==> src/rtl/ex_pkg.sv <==
// rtl/ex_pkg.sv - shared types and defaults for the ID/EX operand stage
package ex_pkg;

  localparam int XLEN_DEF = 32;
  localparam int RA_W_DEF = 5;

  typedef enum logic [2:0] {
    ALU_ADD      = 3'b000,
    ALU_SUB      = 3'b001,
    ALU_AND      = 3'b010,
    ALU_OR       = 3'b011,
    ALU_SLT_MASK = 3'b100,
    ALU_SLT      = 3'b101
  } alu_op_t;

  typedef enum logic [1:0] {
    FWD_REG,
    FWD_MEM,
    FWD_WB
  } fwd_sel_t;

endpackage

==> src/rtl/ex_fwd_mux.sv <==
// rtl/ex_fwd_mux.sv - per-operand forwarding select (MEM over WB over held value)
module ex_fwd_mux
  import ex_pkg::*;
#(
  parameter int XLEN = XLEN_DEF,
  parameter int RA_W = RA_W_DEF
) (
  input  logic [RA_W-1:0] rs_addr,
  input  logic [XLEN-1:0] held_data,
  input  logic [RA_W-1:0] mem_rd_addr,
  input  logic            mem_reg_write,
  input  logic            mem_is_load,
  input  logic [XLEN-1:0] mem_result,
  input  logic [RA_W-1:0] wb_rd_addr,
  input  logic            wb_reg_write,
  input  logic [XLEN-1:0] wb_result,
  output logic [XLEN-1:0] fwd_data,
  output fwd_sel_t        fwd_sel,
  output logic            hazard
);

  always_comb begin
    fwd_data = held_data;
    fwd_sel  = FWD_REG;
    hazard   = 1'b0;
    // x0 is hardwired, so it never takes a bypass
    if (rs_addr != '0 && mem_reg_write && mem_rd_addr == rs_addr) begin
      fwd_data = mem_result;
      fwd_sel  = FWD_MEM;
      hazard   = mem_is_load;
    end else if (rs_addr != '0 && wb_reg_write && wb_rd_addr == rs_addr) begin
      fwd_data = wb_result;
      fwd_sel  = FWD_WB;
    end
  end

endmodule

==> src/rtl/ex_operand_stage.sv <==
// rtl/ex_operand_stage.sv - ID/EX holding register driving ALU operands
// Optional EX_FORWARD_EN enables MEM/WB forwarding, refresh and load-use stall.
module ex_operand_stage
  import ex_pkg::*;
#(
  parameter int XLEN = XLEN_DEF,
  parameter int RA_W = RA_W_DEF
) (
  input  logic            clk,
  input  logic            rst,
  input  logic            in_valid,
  output logic            in_ready,
  input  logic [XLEN-1:0] id_rs1_data,
  input  logic [XLEN-1:0] id_rs2_data,
  input  logic [XLEN-1:0] id_imm,
  input  logic [RA_W-1:0] id_rs1_addr,
  input  logic [RA_W-1:0] id_rs2_addr,
  input  logic [RA_W-1:0] id_rd_addr,
  input  logic [2:0]      id_alu_op,
  input  logic            id_alu_src,
  input  logic            id_reg_write,
  input  logic            flush,
  input  logic [RA_W-1:0] mem_rd_addr,
  input  logic [RA_W-1:0] wb_rd_addr,
  input  logic            mem_reg_write,
  input  logic            wb_reg_write,
  input  logic            mem_is_load,
  input  logic [XLEN-1:0] mem_result,
  input  logic [XLEN-1:0] wb_result,
  output logic            ex_valid,
  input  logic            ex_ready,
  output logic [XLEN-1:0] ex_a,
  output logic [XLEN-1:0] ex_b,
  output logic [2:0]      ex_alu_op,
  output logic [XLEN-1:0] ex_store_data,
  output logic [RA_W-1:0] ex_rd_addr,
  output logic            ex_reg_write,
  output logic            load_use_stall
);

  logic            v;
  logic [XLEN-1:0] rs1_q, rs2_q, imm_q;
  logic [RA_W-1:0] rs1_addr_q, rs2_addr_q, rd_q;
  alu_op_t         op_q;
  logic            alu_src_q, reg_write_q;

  logic [XLEN-1:0] fwd_rs1, fwd_rs2;
  logic            accept;

`ifdef EX_FORWARD_EN
  fwd_sel_t rs1_sel, rs2_sel;
  logic     rs1_hz, rs2_hz;
  logic     unused_sel;

  ex_fwd_mux #(.XLEN(XLEN), .RA_W(RA_W)) u_fwd_rs1 (
    .rs_addr(rs1_addr_q), .held_data(rs1_q),
    .mem_rd_addr(mem_rd_addr), .mem_reg_write(mem_reg_write),
    .mem_is_load(mem_is_load), .mem_result(mem_result),
    .wb_rd_addr(wb_rd_addr), .wb_reg_write(wb_reg_write), .wb_result(wb_result),
    .fwd_data(fwd_rs1), .fwd_sel(rs1_sel), .hazard(rs1_hz)
  );

  ex_fwd_mux #(.XLEN(XLEN), .RA_W(RA_W)) u_fwd_rs2 (
    .rs_addr(rs2_addr_q), .held_data(rs2_q),
    .mem_rd_addr(mem_rd_addr), .mem_reg_write(mem_reg_write),
    .mem_is_load(mem_is_load), .mem_result(mem_result),
    .wb_rd_addr(wb_rd_addr), .wb_reg_write(wb_reg_write), .wb_result(wb_result),
    .fwd_data(fwd_rs2), .fwd_sel(rs2_sel), .hazard(rs2_hz)
  );

  assign load_use_stall = v & (rs1_hz | rs2_hz);
  assign unused_sel     = ^{rs1_sel, rs2_sel};
`else
  logic unused_fwd;

  // Decode schedules bubbles instead, so the bypass inputs are dead here
  assign fwd_rs1        = rs1_q;
  assign fwd_rs2        = rs2_q;
  assign load_use_stall = 1'b0;
  assign unused_fwd     = ^{mem_rd_addr, wb_rd_addr, mem_reg_write, wb_reg_write,
                            mem_is_load, mem_result, wb_result, rs1_addr_q, rs2_addr_q};
`endif

  assign ex_valid = v & ~load_use_stall;
  assign in_ready = ~v | (ex_ready & ex_valid);
  assign accept   = in_valid & in_ready;

  assign ex_a          = fwd_rs1;
  assign ex_b          = alu_src_q ? imm_q : fwd_rs2;
  assign ex_store_data = fwd_rs2;
  assign ex_alu_op     = op_q;
  assign ex_rd_addr    = rd_q;
  assign ex_reg_write  = reg_write_q;

  always_ff @(posedge clk) begin
    if (rst) begin
      v           <= 1'b0;
      rs1_q       <= '0;
      rs2_q       <= '0;
      imm_q       <= '0;
      rs1_addr_q  <= '0;
      rs2_addr_q  <= '0;
      rd_q        <= '0;
      op_q        <= ALU_ADD;
      alu_src_q   <= 1'b0;
      reg_write_q <= 1'b0;
    end else if (flush) begin
      v <= 1'b0;
    end else if (accept) begin
      v           <= 1'b1;
      rs1_q       <= id_rs1_data;
      rs2_q       <= id_rs2_data;
      imm_q       <= id_imm;
      rs1_addr_q  <= id_rs1_addr;
      rs2_addr_q  <= id_rs2_addr;
      rd_q        <= id_rd_addr;
      op_q        <= alu_op_t'(id_alu_op);
      alu_src_q   <= id_alu_src;
      reg_write_q <= id_reg_write;
    end else begin
      if (ex_ready && ex_valid) v <= 1'b0;
      // Capture bypassed values so a WB result retiring mid-stall is kept
      if (v) begin
        rs1_q <= fwd_rs1;
        rs2_q <= fwd_rs2;
      end
    end
  end

endmodule

==> config.mk <==
export PLATFORM = sky130hd
export DESIGN_NAME = ex_operand_stage
export DESIGN_NICKNAME = d
export VERILOG_FILES = /design/src/rtl/ex_pkg.sv /design/src/rtl/ex_fwd_mux.sv /design/src/rtl/ex_operand_stage.sv
export SDC_FILE = /design/constraint.sdc
export NUM_CORES = 1
export LEC_CHECK = 0
export ABC_AREA = 1
export CAP_MARGIN = 40
export CORE_MARGIN = 4
export CORE_UTILIZATION = 27
export CTS_CLUSTER_SIZE = 40
export DETAILED_ROUTE_END_ITERATION = 8
export GPL_ROUTABILITY_DRIVEN = 0
export PLACE_DENSITY = 0.72
export SLEW_MARGIN = 20
export SYNTH_ARGS = -nofsm -noshare
export SYNTH_HDL_FRONTEND = slang
export SYNTH_HIERARCHICAL = 1
export SYNTH_SLANG_ARGS = --single-unit
==> constraint.sdc <==
create_clock -name clk -period 1.6 [get_ports clk]
set_input_delay 0.16 -clock clk [delete_from_list [all_inputs] [get_ports clk]]
set_output_delay 0.16 -clock clk [all_outputs]
set_load 0.05 [all_outputs]
==> results.sh <==
export IMPL_drt_iter0_drc=259
export IMPL_pin_count=306
export IMPL_synth_simple_area_share_pct=26.3
export IMPL_ys_flop_type="dfxtp_1"
export IMPL_synth_top_cell_area_share_pct=41.8
export IMPL_synth_largest_area_cell="dfxtp_1"
export IMPL_status="completed"
export IMPL_report_final_hold_viol_count=0
export IMPL_regArea_sq_um=2150
export IMPL_synth_fp_nets=937
export IMPL_syn2layout_area_growth_pct=54.1
export IMPL_wl_mm=15.2
export IMPL_dr_wl_met2_mm=7.33
export IMPL_yosys_top_cells_area="dfxtp_1 (42%), a21oi_1 (10%), nand3_1 (10%), inv_1 (7.9%), nand2_1 (7.8%)"
export IMPL_viasPerCell=4.43
export IMPL_h_tree_depth=3
export IMPL_critPathMaxFanout=19
export IMPL_skew_ns=0.0133
export IMPL_rr_endpoint="ex_a[1]"
export IMPL_hold_path_class="in2reg"
export IMPL_die_w_microns=146
export IMPL_grtUsageTotal_pct=13.7
export IMPL_synth_edff_count=0
export IMPL_fillers=1916
export IMPL_drt_first_pass_iters=4
export IMPL_power_density_nw_per_um2=943
export IMPL_ys_warnings_count=6
export IMPL_synth_top_family_by_area="simple AND/OR/NAND/NOR gates"
export IMPL_ir_worst_vdd_mv=0.540
export IMPL_synthMuxAreaShare_pct=7.03
export IMPL_synthAdderAreaFrac_pct=0
export IMPL_core_sq_um=18700
export IMPL_top_layer_used="met4"
export IMPL_overflow=0
export IMPL_whs_endpoint="ex_valid"
export IMPL_synth_compound_area_share_pct=10.5
export IMPL_layout_setup_ws_ns=0.0128
export IMPL_clk_path_buf_depth=2
export IMPL_core_rowCount=50
export IMPL_dp_hpwl_mm=10.8
export IMPL_nets=1133
export IMPL_synth_common_cells="inv_1 (108), a21oi_1 (107), dfxtp_1 (107)"
export IMPL_dr_total_vias=5195
export IMPL_antenna_cells=0
export IMPL_cts_made_buffers=9
export IMPL_die_area_sq_um=21200
export IMPL_crit_path_start_kind="flop"
export IMPL_wl_per_cell_microns=13.0
export IMPL_first_global_vias=4713
export IMPL_antenna_found_initial=0
export IMPL_fmax_mhz=630
export IMPL_dp_slack_ns=0.0732
export IMPL_yosysMostFrequentCell="inv_1"
export IMPL_grt_first_pass_wirelength_mm=24.2
export IMPL_r2r_start="ex_valid"
export IMPL_clkLatencyLatePin_ns=0.35
export IMPL_synthXorXnorAreaFrac_pct=0
export IMPL_layout_drive_gt1_share_pct=20.1
export IMPL_grt_max_degree=59
export IMPL_met1Wirelength_mm=6.79
export IMPL_min_path_cells=2
export IMPL_drt_antenna_violating_nets=0
export IMPL_synth_cell_types=16
export IMPL_p_leak_nw=3.85
export IMPL_ff2ff_path_depth=4
export IMPL_min_from="rst"
export IMPL_cp_data_required_time_ns=1.44
export IMPL_port_buffers=217
export IMPL_clk_pin_slew_ns=0.07
export IMPL_maxCapViolations=0
export IMPL_drc_errors=0
export IMPL_avgSynthCellArea_sq_um=6.93
export IMPL_die_y_microns=146
export IMPL_syn_area_sq_um=5120
export IMPL_end_kind="output pin"
export IMPL_post_route_period_util_pct=99.2
export IMPL_grt_setup_unrepaired="yes"
export IMPL_cp_arrival_ns=1.43
export IMPL_syn_inst=739
export IMPL_cts_hold_buffers=0
export IMPL_wl_met3_microns=934
export IMPL_cts_tree="done"
export IMPL_synth_seq_area_share_pct=41.8
export IMPL_setup_viol=0
export IMPL_ys_ff_latch=107
export IMPL_final_max_slew_viol_count=0
export IMPL_multiInputGateArea_sq_um=2270
export IMPL_start_util_pct=27.4
export IMPL_reg2reg_slack_ns=0.49
export IMPL_setup_tns_ns=0
export IMPL_path_class="reg2out"
export IMPL_cts_sinks=107
export IMPL_async_reset_ff_share_pct=0
export IMPL_min_period_ns=1.59
export IMPL_cts_root_buf="clkbuf_16"
## worst max-delay path, cell delays in order (launching register included)
cell     delay, ns
dfxtp_4       0.37
buf_12        0.17
mux2_2        0.36
buf_6         0.15
## placed cells by master, fill, tap and decap left out
cell type / instances
clkdlybuf4s50_1: 110
inv_1: 108
a21oi_1: 107
nand3_1: 106
nand2_1: 106
nor2_1: 106
dfxtp_1: 105
buf_4: 88
buf_6: 32
mux2_2: 31
buf_12: 17
clkbuf_16: 9
clkbuf_8: 3
mux2_4: 1
nand2_8: 1
nor2_4: 1
clkinv_2: 1
nor3_1: 1
conb_1: 1
dfxtp_4: 1
clkinv_4: 1
bufinv_16: 1
clkinvlp_4: 1
dfxtp_2: 1
## flip-flops by register name, indices dropped and copies added, names as in the netlist
signal	cells
ex_alu_op	3
ex_a	32
imm_q	32
ex_reg_write	1
ex_valid	1
ex_rd_addr	5
alu_src_q	1
ex_store_data	32
## final cells by class
cell class,count,area share [%]
Inverter,109,5.20
Timing Repair Buffer,247,31.2
Clock buffer,12,3.38
Sequential cell,107,27.2
Multi-Input combinational cell,461,28.7
Clock inverter,3,0.587
Tap cell,234,3.71
## metrics by stage
| step | total power [mW] | cell area [sq um] | utilization, % | hold WS (ns) | std cells |
|---|---|---|---|---|---|
| global placement | 5.06 | 7440 | 39.8 | 0.455 | 1158 |
| floorplan | 4.30 | 5120 | - | 0.237 | 739 |
| detailed placement | 5.08 | 7440 | 39.8 | 0.462 | 1158 |
| CTS | 7.53 | 7840 | 41.9 | 0.407 | 1173 |
| finish | 7.44 | 7890 | 42.2 | 0.417 | 1173 |
| global route | 7.80 | 7890 | 42.2 | 0.427 | 1173 |
## layer usage
metal	global-route usage (%)	vias up
li1	-	2708
met1	17.8	2335
met2	22.4	140
met3	4.02	12
met4	3.51	0
met5	0	-
## what timing repair did
| item | 4_1_cts | 5_1_grt |
|---|---|---|
| buffers inserted | 0 | 0 |
| setup endpoints to repair | 30 | 32 |
| pin swaps | 0 | 0 |
| endpoints found under the hold margin | 0 | 0 |
| resized for setup | 23 | 15 |
## worst max-delay path by stage
stage,depth (start not counted),startpoint,end
after floorplan,5,ex_valid,ex_a[12]
after global placement,8,in_valid,ex_a[28]
after detailed placement,8,in_valid,ex_a[14]
after CTS,3,alu_src_q,ex_b[0]
after global routing,3,alu_src_q,ex_b[16]
final,3,alu_src_q,ex_b[16]
## power by group
group / switching [mW] / internal (mW)
combinational: 1.25 / 0.864
sequential: 0.111 / 2.85
clock: 1.03 / 1.34
## cell families after synthesis
family / count (synthesis)
other cells: 1
simple gates: 321
mux: 32
compound gates: 107
buf+inv: 171
flops: 107
Note: power is estimated with default switching activity, not from simulation.
